<file path="src/rtl/decode_stage.sv">
// RISC-V decode stage with a registered output slot and a one-entry skid slot.
// Define DECODE_ILLEGAL_CHK_EN to build the illegal-instruction checker.
module decode_stage #(
  parameter int XLEN = 32
) (
  input  logic            clk,
  input  logic            rst_n,
  input  logic            flush,
  input  logic            in_valid,
  output logic            in_ready,
  input  logic [31:0]     in_instr,
  input  logic [XLEN-1:0] in_pc,
  output logic            out_valid,
  input  logic            out_ready,
  output logic [XLEN-1:0] out_pc,
  output logic [6:0]      out_opcode,
  output logic [2:0]      out_func3,
  output logic [6:0]      out_func7,
  output logic [4:0]      out_rs1,
  output logic [4:0]      out_rs2,
  output logic [4:0]      out_rd,
  output logic [2:0]      out_imm_sel,
  output logic [XLEN-1:0] out_imm,
  output logic            out_illegal
);

  typedef enum logic [1:0] {EMPTY, ONE, FULL} state_t;

  typedef struct packed {
    logic [XLEN-1:0] pc;
    logic [6:0]      opcode;
    logic [2:0]      func3;
    logic [6:0]      func7;
    logic [4:0]      rs1;
    logic [4:0]      rs2;
    logic [4:0]      rd;
    logic [2:0]      immSel;
    logic [XLEN-1:0] imm;
  } bundle_t;

  state_t  r_state;
  state_t  w_nextState;
  logic    r_inReady;
  bundle_t r_mainData;
  bundle_t r_skidData;
  bundle_t w_decoded;
  logic [31:0] w_imm32;
  logic    w_accept;
  logic    w_drain;
  logic    w_loadMainIn;
  logic    w_loadMainSkid;
  logic    w_loadSkidIn;

  always_comb begin
    w_imm32          = 32'd0;
    w_decoded        = '0;
    w_decoded.pc     = in_pc;
    w_decoded.opcode = in_instr[6:0];
    w_decoded.func3  = in_instr[14:12];
    w_decoded.func7  = in_instr[31:25];
    w_decoded.rs1    = in_instr[19:15];
    w_decoded.rs2    = in_instr[24:20];
    w_decoded.rd     = in_instr[11:7];
    case (in_instr[6:0])
      7'b0000011, 7'b0010011, 7'b1100111: begin
        w_decoded.immSel = 3'd1;
        w_imm32 = {{20{in_instr[31]}}, in_instr[31:20]};
      end
      7'b0100011: begin
        w_decoded.immSel = 3'd2;
        w_imm32 = {{20{in_instr[31]}}, in_instr[31:25], in_instr[11:7]};
      end
      7'b1100011: begin
        w_decoded.immSel = 3'd3;
        w_imm32 = {{19{in_instr[31]}}, in_instr[31], in_instr[7],
                   in_instr[30:25], in_instr[11:8], 1'b0};
      end
      7'b0110111, 7'b0010111: begin
        w_decoded.immSel = 3'd4;
        w_imm32 = {in_instr[31:12], 12'd0};
      end
      7'b1101111: begin
        w_decoded.immSel = 3'd5;
        w_imm32 = {{11{in_instr[31]}}, in_instr[31], in_instr[19:12],
                   in_instr[20], in_instr[30:21], 1'b0};
      end
      default: begin
        w_decoded.immSel = 3'd0;
        w_imm32 = 32'd0;
      end
    endcase
    w_decoded.imm = XLEN'($signed(w_imm32));
  end

  assign out_valid = (r_state != EMPTY);
  assign in_ready  = r_inReady;
  assign w_accept  = in_valid & r_inReady;
  assign w_drain   = out_valid & out_ready;

  always_ff @(posedge clk) begin
    if (!rst_n) begin
      r_state   <= EMPTY;
      r_inReady <= 1'b1;
    end else begin
      r_state   <= w_nextState;
      r_inReady <= (w_nextState != FULL);
    end
  end

  // Flush wins over any concurrent accept or drain and loads nothing.
  always_comb begin
    w_nextState    = r_state;
    w_loadMainIn   = 1'b0;
    w_loadMainSkid = 1'b0;
    w_loadSkidIn   = 1'b0;
    case (r_state)
      EMPTY: begin
        if (w_accept) begin
          w_nextState  = ONE;
          w_loadMainIn = 1'b1;
        end
      end
      ONE: begin
        if (w_accept && w_drain) begin
          w_loadMainIn = 1'b1;
        end else if (w_accept) begin
          w_nextState  = FULL;
          w_loadSkidIn = 1'b1;
        end else if (w_drain) begin
          w_nextState = EMPTY;
        end
      end
      FULL: begin
        if (w_drain) begin
          w_nextState    = ONE;
          w_loadMainSkid = 1'b1;
        end
      end
      default: w_nextState = EMPTY;
    endcase
    if (flush) begin
      w_nextState    = EMPTY;
      w_loadMainIn   = 1'b0;
      w_loadMainSkid = 1'b0;
      w_loadSkidIn   = 1'b0;
    end
  end

  always_ff @(posedge clk) begin
    if (!rst_n) begin
      r_mainData <= '0;
    end else if (w_loadMainIn) begin
      r_mainData <= w_decoded;
    end else if (w_loadMainSkid) begin
      r_mainData <= r_skidData;
    end
  end

  // The skid slot is only ever read after being written, so it needs no reset.
  always_ff @(posedge clk) begin
    if (rst_n && w_loadSkidIn) begin
      r_skidData <= w_decoded;
    end
  end

  assign out_pc      = r_mainData.pc;
  assign out_opcode  = r_mainData.opcode;
  assign out_func3   = r_mainData.func3;
  assign out_func7   = r_mainData.func7;
  assign out_rs1     = r_mainData.rs1;
  assign out_rs2     = r_mainData.rs2;
  assign out_rd      = r_mainData.rd;
  assign out_imm_sel = r_mainData.immSel;
  assign out_imm     = r_mainData.imm;

`ifdef DECODE_ILLEGAL_CHK_EN
  logic w_illegal;
  logic r_mainIllegal;
  logic r_skidIllegal;

  always_comb begin
    w_illegal = 1'b0;
    case (in_instr[6:0])
      7'b0110011: begin
        if (!((in_instr[31:25] == 7'b0000000) ||
              ((in_instr[31:25] == 7'b0100000) &&
               ((in_instr[14:12] == 3'b000) || (in_instr[14:12] == 3'b101)))))
          w_illegal = 1'b1;
      end
      7'b0010011: begin
        if ((in_instr[14:12] == 3'b001) && (in_instr[31:25] != 7'b0000000))
          w_illegal = 1'b1;
        if ((in_instr[14:12] == 3'b101) && (in_instr[31:25] != 7'b0000000) &&
            (in_instr[31:25] != 7'b0100000))
          w_illegal = 1'b1;
      end
      7'b1100111: w_illegal = (in_instr[14:12] != 3'b000);
      7'b1100011: w_illegal = (in_instr[14:12] == 3'b010) || (in_instr[14:12] == 3'b011);
      7'b0000011: w_illegal = (in_instr[14:12] == 3'b011) || (in_instr[14:12] == 3'b110) ||
                              (in_instr[14:12] == 3'b111);
      7'b0100011: w_illegal = (in_instr[14:12] > 3'b010);
      7'b0110111, 7'b0010111, 7'b1101111: w_illegal = 1'b0;
      default: w_illegal = 1'b1;
    endcase
    if (in_instr[1:0] != 2'b11) w_illegal = 1'b1;
  end

  always_ff @(posedge clk) begin
    if (!rst_n) begin
      r_mainIllegal <= 1'b0;
    end else if (w_loadMainIn) begin
      r_mainIllegal <= w_illegal;
    end else if (w_loadMainSkid) begin
      r_mainIllegal <= r_skidIllegal;
    end
  end

  always_ff @(posedge clk) begin
    if (rst_n && w_loadSkidIn) begin
      r_skidIllegal <= w_illegal;
    end
  end

  assign out_illegal = r_mainIllegal;
`else
  assign out_illegal = 1'b0;
`endif

endmodule

</file>
<file path="config.mk">
export PLATFORM = sky130hd
export DESIGN_NAME = decode_stage
export DESIGN_NICKNAME = d
export VERILOG_FILES = /design/src/rtl/decode_stage.sv
export SDC_FILE = /design/constraint.sdc
export NUM_CORES = 1
export LEC_CHECK = 0
export BUFFER_PORTS_ARGS = -buffer_cell sky130_fd_sc_hd__buf_2
export CORE_UTILIZATION = 32
export CTS_BUF_LIST = sky130_fd_sc_hd__clkbuf_4
export CTS_CLUSTER_SIZE = 25
export DETAILED_ROUTE_END_ITERATION = 10
export HOLD_SLACK_MARGIN = 0.12
export SYNTH_ARGS = -nofsm -noshare
export SYNTH_HDL_FRONTEND = slang
export SYNTH_SLANG_ARGS = --single-unit
</file>
<file path="constraint.sdc">
create_clock -name clk -period 23.6 [get_ports clk]
set_input_delay 1.18 -clock clk [delete_from_list [all_inputs] [get_ports clk]]
set_output_delay 1.18 -clock clk [all_outputs]
set_load 0.05 [all_outputs]
</file>
# After elaboration in Yosys (flattened, before gate mapping)
# Cells that the tools add are included.
# totals
ff_bits,201
out_inout_bits,102
in_bits,69
wordCells,61
# classes
mux,21
bitwise_logic,2
reduce_logical,7
n_eq_ne,11
# ops
cell,count
2-to-1 mux 99 bit,2
one-hot mux 32 bit (5 select lines),1
equality test 7 bit (second input constant),3
one-hot mux 3 bit (5 select lines),1
equality test 7 x 5 -> 1 bit (second input constant),2
equality test 7 x 6 -> 1 bit (second input constant),2
2-to-1 mux 2 bit,6
2-to-1 mux 1 bit,9
equality test 7 x 2 -> 1 bit (second input constant),1
one-hot mux 2 bit (3 select lines),1
nonzero test 2 bit,2
OR reduction 3 bit,1
bitwise AND 1 bit,2
equality test 2 x 1 -> 1 bit (second input constant),1
equality test 2 bit (second input constant),1
logical AND 1 bit,2
logical NOT 2 bit,1
!= test 2 bit (second input constant),1
one-hot mux 1 bit (2 select lines),1
OR reduction 2 bit,1

# Logic depth before layout (Yosys ltp)
# logic_depth
ltp_word,8
ltp_mapped,7
depth_no_buf,4

# Worst setup path before layout
# Ideal clock, no wire load.
# synth_path
kind,input -> register
from,input rst_n
to,register r_skidData[0] (netlist bit) (enable)
cell_stages,3
arrival_ns,8.740
setup_ns,0.698
path_buffers,1
path_slack_ns,14.161
cell_sequence,clkbuf_1 -> nand2b_1 -> nor3b_1
# synth_between
elab_chain_cells,1
# synth_rtl
element,line,rtl
"start, declared",7,"input logic rst_n,"
logical AND 1 bit,161,if (rst_n && w_loadSkidIn) begin
"end signal, assigned",162,r_skidData <= w_decoded;
"end, declared",45,bundle_t r_skidData;
# No other way between the ends.
# A chain may end at the register's enable or synchronous reset.

# Worst setup path in the final report
# layout_path
from,input flush
to,"register r_mainData, in the netlist out_imm[20]"
# layout_between
elab_chain_cells,2
word_cells_on_any_way,4
cone_classes,mux (3); reduce/logical (1)
# layout_rtl
element,line,rtl
"start, declared",8,"input logic flush,"
2-to-1 mux 1 bit,141,if (flush) begin
2-to-1 mux 99 bit / nonzero test 2 bit (equally long branches),--,
"end signal, assigned",153,r_mainData <= w_decoded;
"end signal, assigned",155,r_mainData <= r_skidData;
"end, declared",44,bundle_t r_mainData;
# Several ways; a longest one is shown, not always the timed one.

==> metrics.md <==
| Metric | Value |
|---|---|
| Outcome | finished, final reports clean |
| Gr ovfl total | 0 |
| CP peak stage delay | 0.96 ns |
| Total of warnings raised by yosys | 0 |
| Worst path arrival time | 3.78 ns |
| Fraction of the mapped netlist area in adder cells | 0% |
| Buffering stage count on the worst path with inverters included | 2 |
| H-tree levels | 2 |
| Worst reg2reg path startpoint | r_state[1] |
| Setup Total Neg Slack | 0 ns |
| Detailed Route Iter0 Violations | 283 |
| Post-synthesis cell area | 8295 um^2 |
| Die Span X | 163.0 um |
| Initial DRT Pass Iterations | 4 |
| Die footprint | 26570 um^2 |
| Clock skew after layout | 0.03759 ns |
| Yosys top cell by area | sky130_fd_sc_hd__edfxtp_1 |
| DRC Markers | 0 |
| Share of layout cells above drive strength 1 | 34.42% |
| Post-synth EDFFs | 99 |
| Overall Global Routing Usage | 15.25% |
| Number of sinks driven by the clock tree | 201 |
| Initial core utilization | 32.75% |
| Number of CTS-inserted buffers | 54 |
| Setup repair after global routing missed its margin | false |
| Worst slew margin relative to its limit | 32.21% |
| Synth Register Bits | 201 |
| Total core area | 25330 um^2 |
| Start point of the worst hold path | r_skidData[66] |
| Post-Synthesis Net Count | 731 |
| Leakage component of the power | 4.805 nW |
| Row count | 58 |
| Top-area cell type share of the netlist area | 35.84% |
| Mean instance size in the synthesized netlist | 12.53 um^2 |
| Hold buffer count at CTS | 0 |
| CP startpoint kind | primary input |
| Clock root buffer master | sky130_fd_sc_hd__clkbuf_4 |
| DR WL/cell | 16.68 um |
| Overall power | 0.7933 mW |
| Number of gates resized after cts | 0 |
| Simple-gate share of the synthesized area | 8.220% |
| Final HPWL DP | 12540 um |
| Port bufs | 169 |
| Via density | 4.741 |
| Xor and xnor fraction of the mapped netlist area | 0% |
| Largest cells by area after synthesis | sky130_fd_sc_hd__edfxtp_1 (36%), sky130_fd_sc_hd__dfxtp_1 (25%), sky130_fd_sc_hd__mux2i_1 (9.0%) |
| Final Slew Violations | 0 |
| Worst-Margin Slew | 1.016 ns |
| Number of cells traversed by the worst register-to-register path | 5 |
| Maximum capacitance violations | 0 |
| Critical path's top delay family | buffers and inverters |
| Detailed-route wire length | 20320 um |
| CP startpoint | flush |
| Number of nets in the final layout | 912 |
| Compound-gate portion of the synthesized area | 14.42% |
| Reg-to-reg critical path endpoint | out_imm[20] |
| Critical path, cell by cell | buf_2, and4bb_4, buf_4, mux2_2, o21ai_0, a31oi_1 |
| Mux cell area share after synthesis | 12.85% |
| Type of the setup path with the least slack | primary input to flip-flop |
| Worst-Skew Late Latency | 0.67 ns |
| Number of buffers added for setup after CTS | 0 |
| Routed Antenna Nets | 0 |
| DR vias | 5774 |
| Clock slew at reported path FFs | 0.07 ns |
| Proportion of synthesized chip area in sequential cells | 60.45% |
| Total I/O pin count | 171 |
| Count of unique library cells instantiated by Yosys | 43 |
| Slack of the worst reg-to-reg path | 20.60 ns |
| Final Util | 39.61% |
| Power per cell area | 79.08 nW/um^2 |
| Final Wtd Congestion | 0.7315 |
| Crit path max fanout | 56 |
| Post-Synthesis Cells | 662 |
| Setup violators final | 0 |
| Die height | 163.0 um |
| Number of global-route vias before repair | 5677 |
| Period minus WS final | 3.303 ns |
| Area growth from synthesis to layout | 20.93% |
| Max Freq | 0.3027 GHz |
| Prevailing post-synth register cell | sky130_fd_sc_hd__dfxtp_1 |
| Pin count of the biggest net entering global routing | 74 |
| Clock tree from TritonCTS | built |
| Share of the cycle needed by the critical path after routing | 14.00% |
| Max Root-Sink Buffers | 3 |
| Number of cells traversed by the worst hold path | 3 |
| First-pass GRT wire length | 31560 um |
| Endpoint required time on the critical path | 24.08 ns |
| Critical path capture point type | flip-flop |
| Hold Violations, Final | 0 |
| Max VDD drop | 0.03810 mV |
| Type of the tightest min-delay check | flip-flop to flip-flop |
| End point of the worst hold path | out_opcode[6] |
| Dominant combinational cell family by area after synthesis | compound AO/OA/AOI/OAI gates |
| Number of antenna violations at the first check in global routing | 1 |
| Async S/R FF share, synth | 0% |
| Master of the slowest instance on the critical path | sky130_fd_sc_hd__and4bb_4 |
## state kept, by name, indices dropped and copies added (netlist names)
signal       flops
r_skidData      99
out_opcode       7
r_state          2
out_rd           5
out_func7        7
out_rs2          5
out_imm         32
in_ready         1
out_pc          32
out_func3        3
out_rs1          5
out_imm_sel      3
## metal layers
metal  track usage (%)  routed length (um)
met5                 0                   0
met4             5.225                 404
met3             5.322                1523
met2             23.81                9029
met1             19.51                9361
## report_power, final
group / leakage (nW) / internal (mW) / total [mW] / switching (mW)
logic: 2.58 / 0.0292 / 0.103 / 0.0742
registers: 1.81 / 0.377 / 0.384 / 0.00625
clock network: 0.417 / 0.163 / 0.306 / 0.143
## cell usage after synthesis (all sizes together) (2+ instances only)
cell,number
nor3b,2
a31oi,13
or2,3
nand3,2
mux2,28
clkbuf,22
and3,2
a21oi,16
nor2,7
buf,29
nand2b,11
or3,3
inv,9
a22o,4
edfxtp,99
nand2,102
o211a,70
nor3,5
o21ai,45
mux2i,75
dfxtp,102
## final cells by class
cell class | instances | area (um^2)
Antenna cell | 2 | 5.005
Clock buffer | 78 | 585.6
Clock inverter | 21 | 108.9
Fill cell | 2495 | 15290
Inverter | 9 | 33.78
Multi-Input combinational cell | 401 | 2970
Sequential cell | 201 | 5015
Tap cell | 330 | 412.9
Timing Repair Buffer | 176 | 900.9
## how the worst max path moves through the flow
stage | end | slack (ns) | depth (start not counted)
after floorplan | r_skidData[0] | 14.16 | 3
after global placement | out_imm[30] | 19.57 | 6
after CTS | out_imm[20] | 20.26 | 6
after global routing | out_imm[20] | 20.15 | 6
final | out_imm[20] | 20.30 | 6
after detailed placement | out_imm[20] | 19.57 | 6
## worst register-to-register path, cell delays in order (launching register included)
cell                       delay [ns]
sky130_fd_sc_hd__dfxtp_1         0.42
sky130_fd_sc_hd__and4bb_4        0.89
sky130_fd_sc_hd__buf_4           0.86
sky130_fd_sc_hd__mux2_2          0.45
sky130_fd_sc_hd__o21ai_0         0.14
sky130_fd_sc_hd__a31oi_1         0.06
## layout by cell type (no fill, tap or decap), types with 2 or more instances in the layout
cell type,netlist,routed
sky130_fd_sc_hd__a31oi_1,13,13
sky130_fd_sc_hd__o21ai_0,39,39
sky130_fd_sc_hd__o211a_1,70,70
sky130_fd_sc_hd__nor2_2,1,2
sky130_fd_sc_hd__nand2_1,102,102
sky130_fd_sc_hd__nand3_1,2,2
sky130_fd_sc_hd__and3_1,2,2
sky130_fd_sc_hd__clkinv_1,0,15
sky130_fd_sc_hd__buf_2,14,168
sky130_fd_sc_hd__nor2_1,6,5
sky130_fd_sc_hd__o21ai_1,5,5
sky130_fd_sc_hd__diode_2,0,2
sky130_fd_sc_hd__or2_2,3,3
sky130_fd_sc_hd__clkinv_2,0,3
sky130_fd_sc_hd__inv_1,9,9
sky130_fd_sc_hd__nand2b_1,11,11
sky130_fd_sc_hd__inv_2,0,2
sky130_fd_sc_hd__mux2_2,28,28
sky130_fd_sc_hd__clkbuf_4,0,78
sky130_fd_sc_hd__nor3_1,3,3
sky130_fd_sc_hd__buf_4,4,8
sky130_fd_sc_hd__mux2i_1,75,75
sky130_fd_sc_hd__or3_4,1,2
sky130_fd_sc_hd__nor3_4,1,2
sky130_fd_sc_hd__a21oi_1,16,16
sky130_fd_sc_hd__a22o_1,4,4
sky130_fd_sc_hd__dfxtp_1,102,102
sky130_fd_sc_hd__edfxtp_1,99,99
## cells by family (layout without fill, tap and decap cells)
kind of cell           count (synthesis)  count (layout)
AOI/OAI and AO/OA                    153             153
buffers and inverters                 60             284
DFF                                  201             201
muxes                                103             103
other                                  1               3
and+or+nand+nor                      144             144
## metrics by stage
step	cells	setup slack, ns	cell area (um^2)	hold slack [ns]
after floorplan	662	14.16	8295	0.5562
after global placement	1117	19.57	9333	0.5754
after detailed placement	1117	19.57	9333	0.5822
after CTS	1216	20.26	10030	0.5902
after global routing	1218	20.15	10030	0.6150
final	1218	20.30	10030	0.5838
No activity file was read; power rests on OpenSTA's default activity.
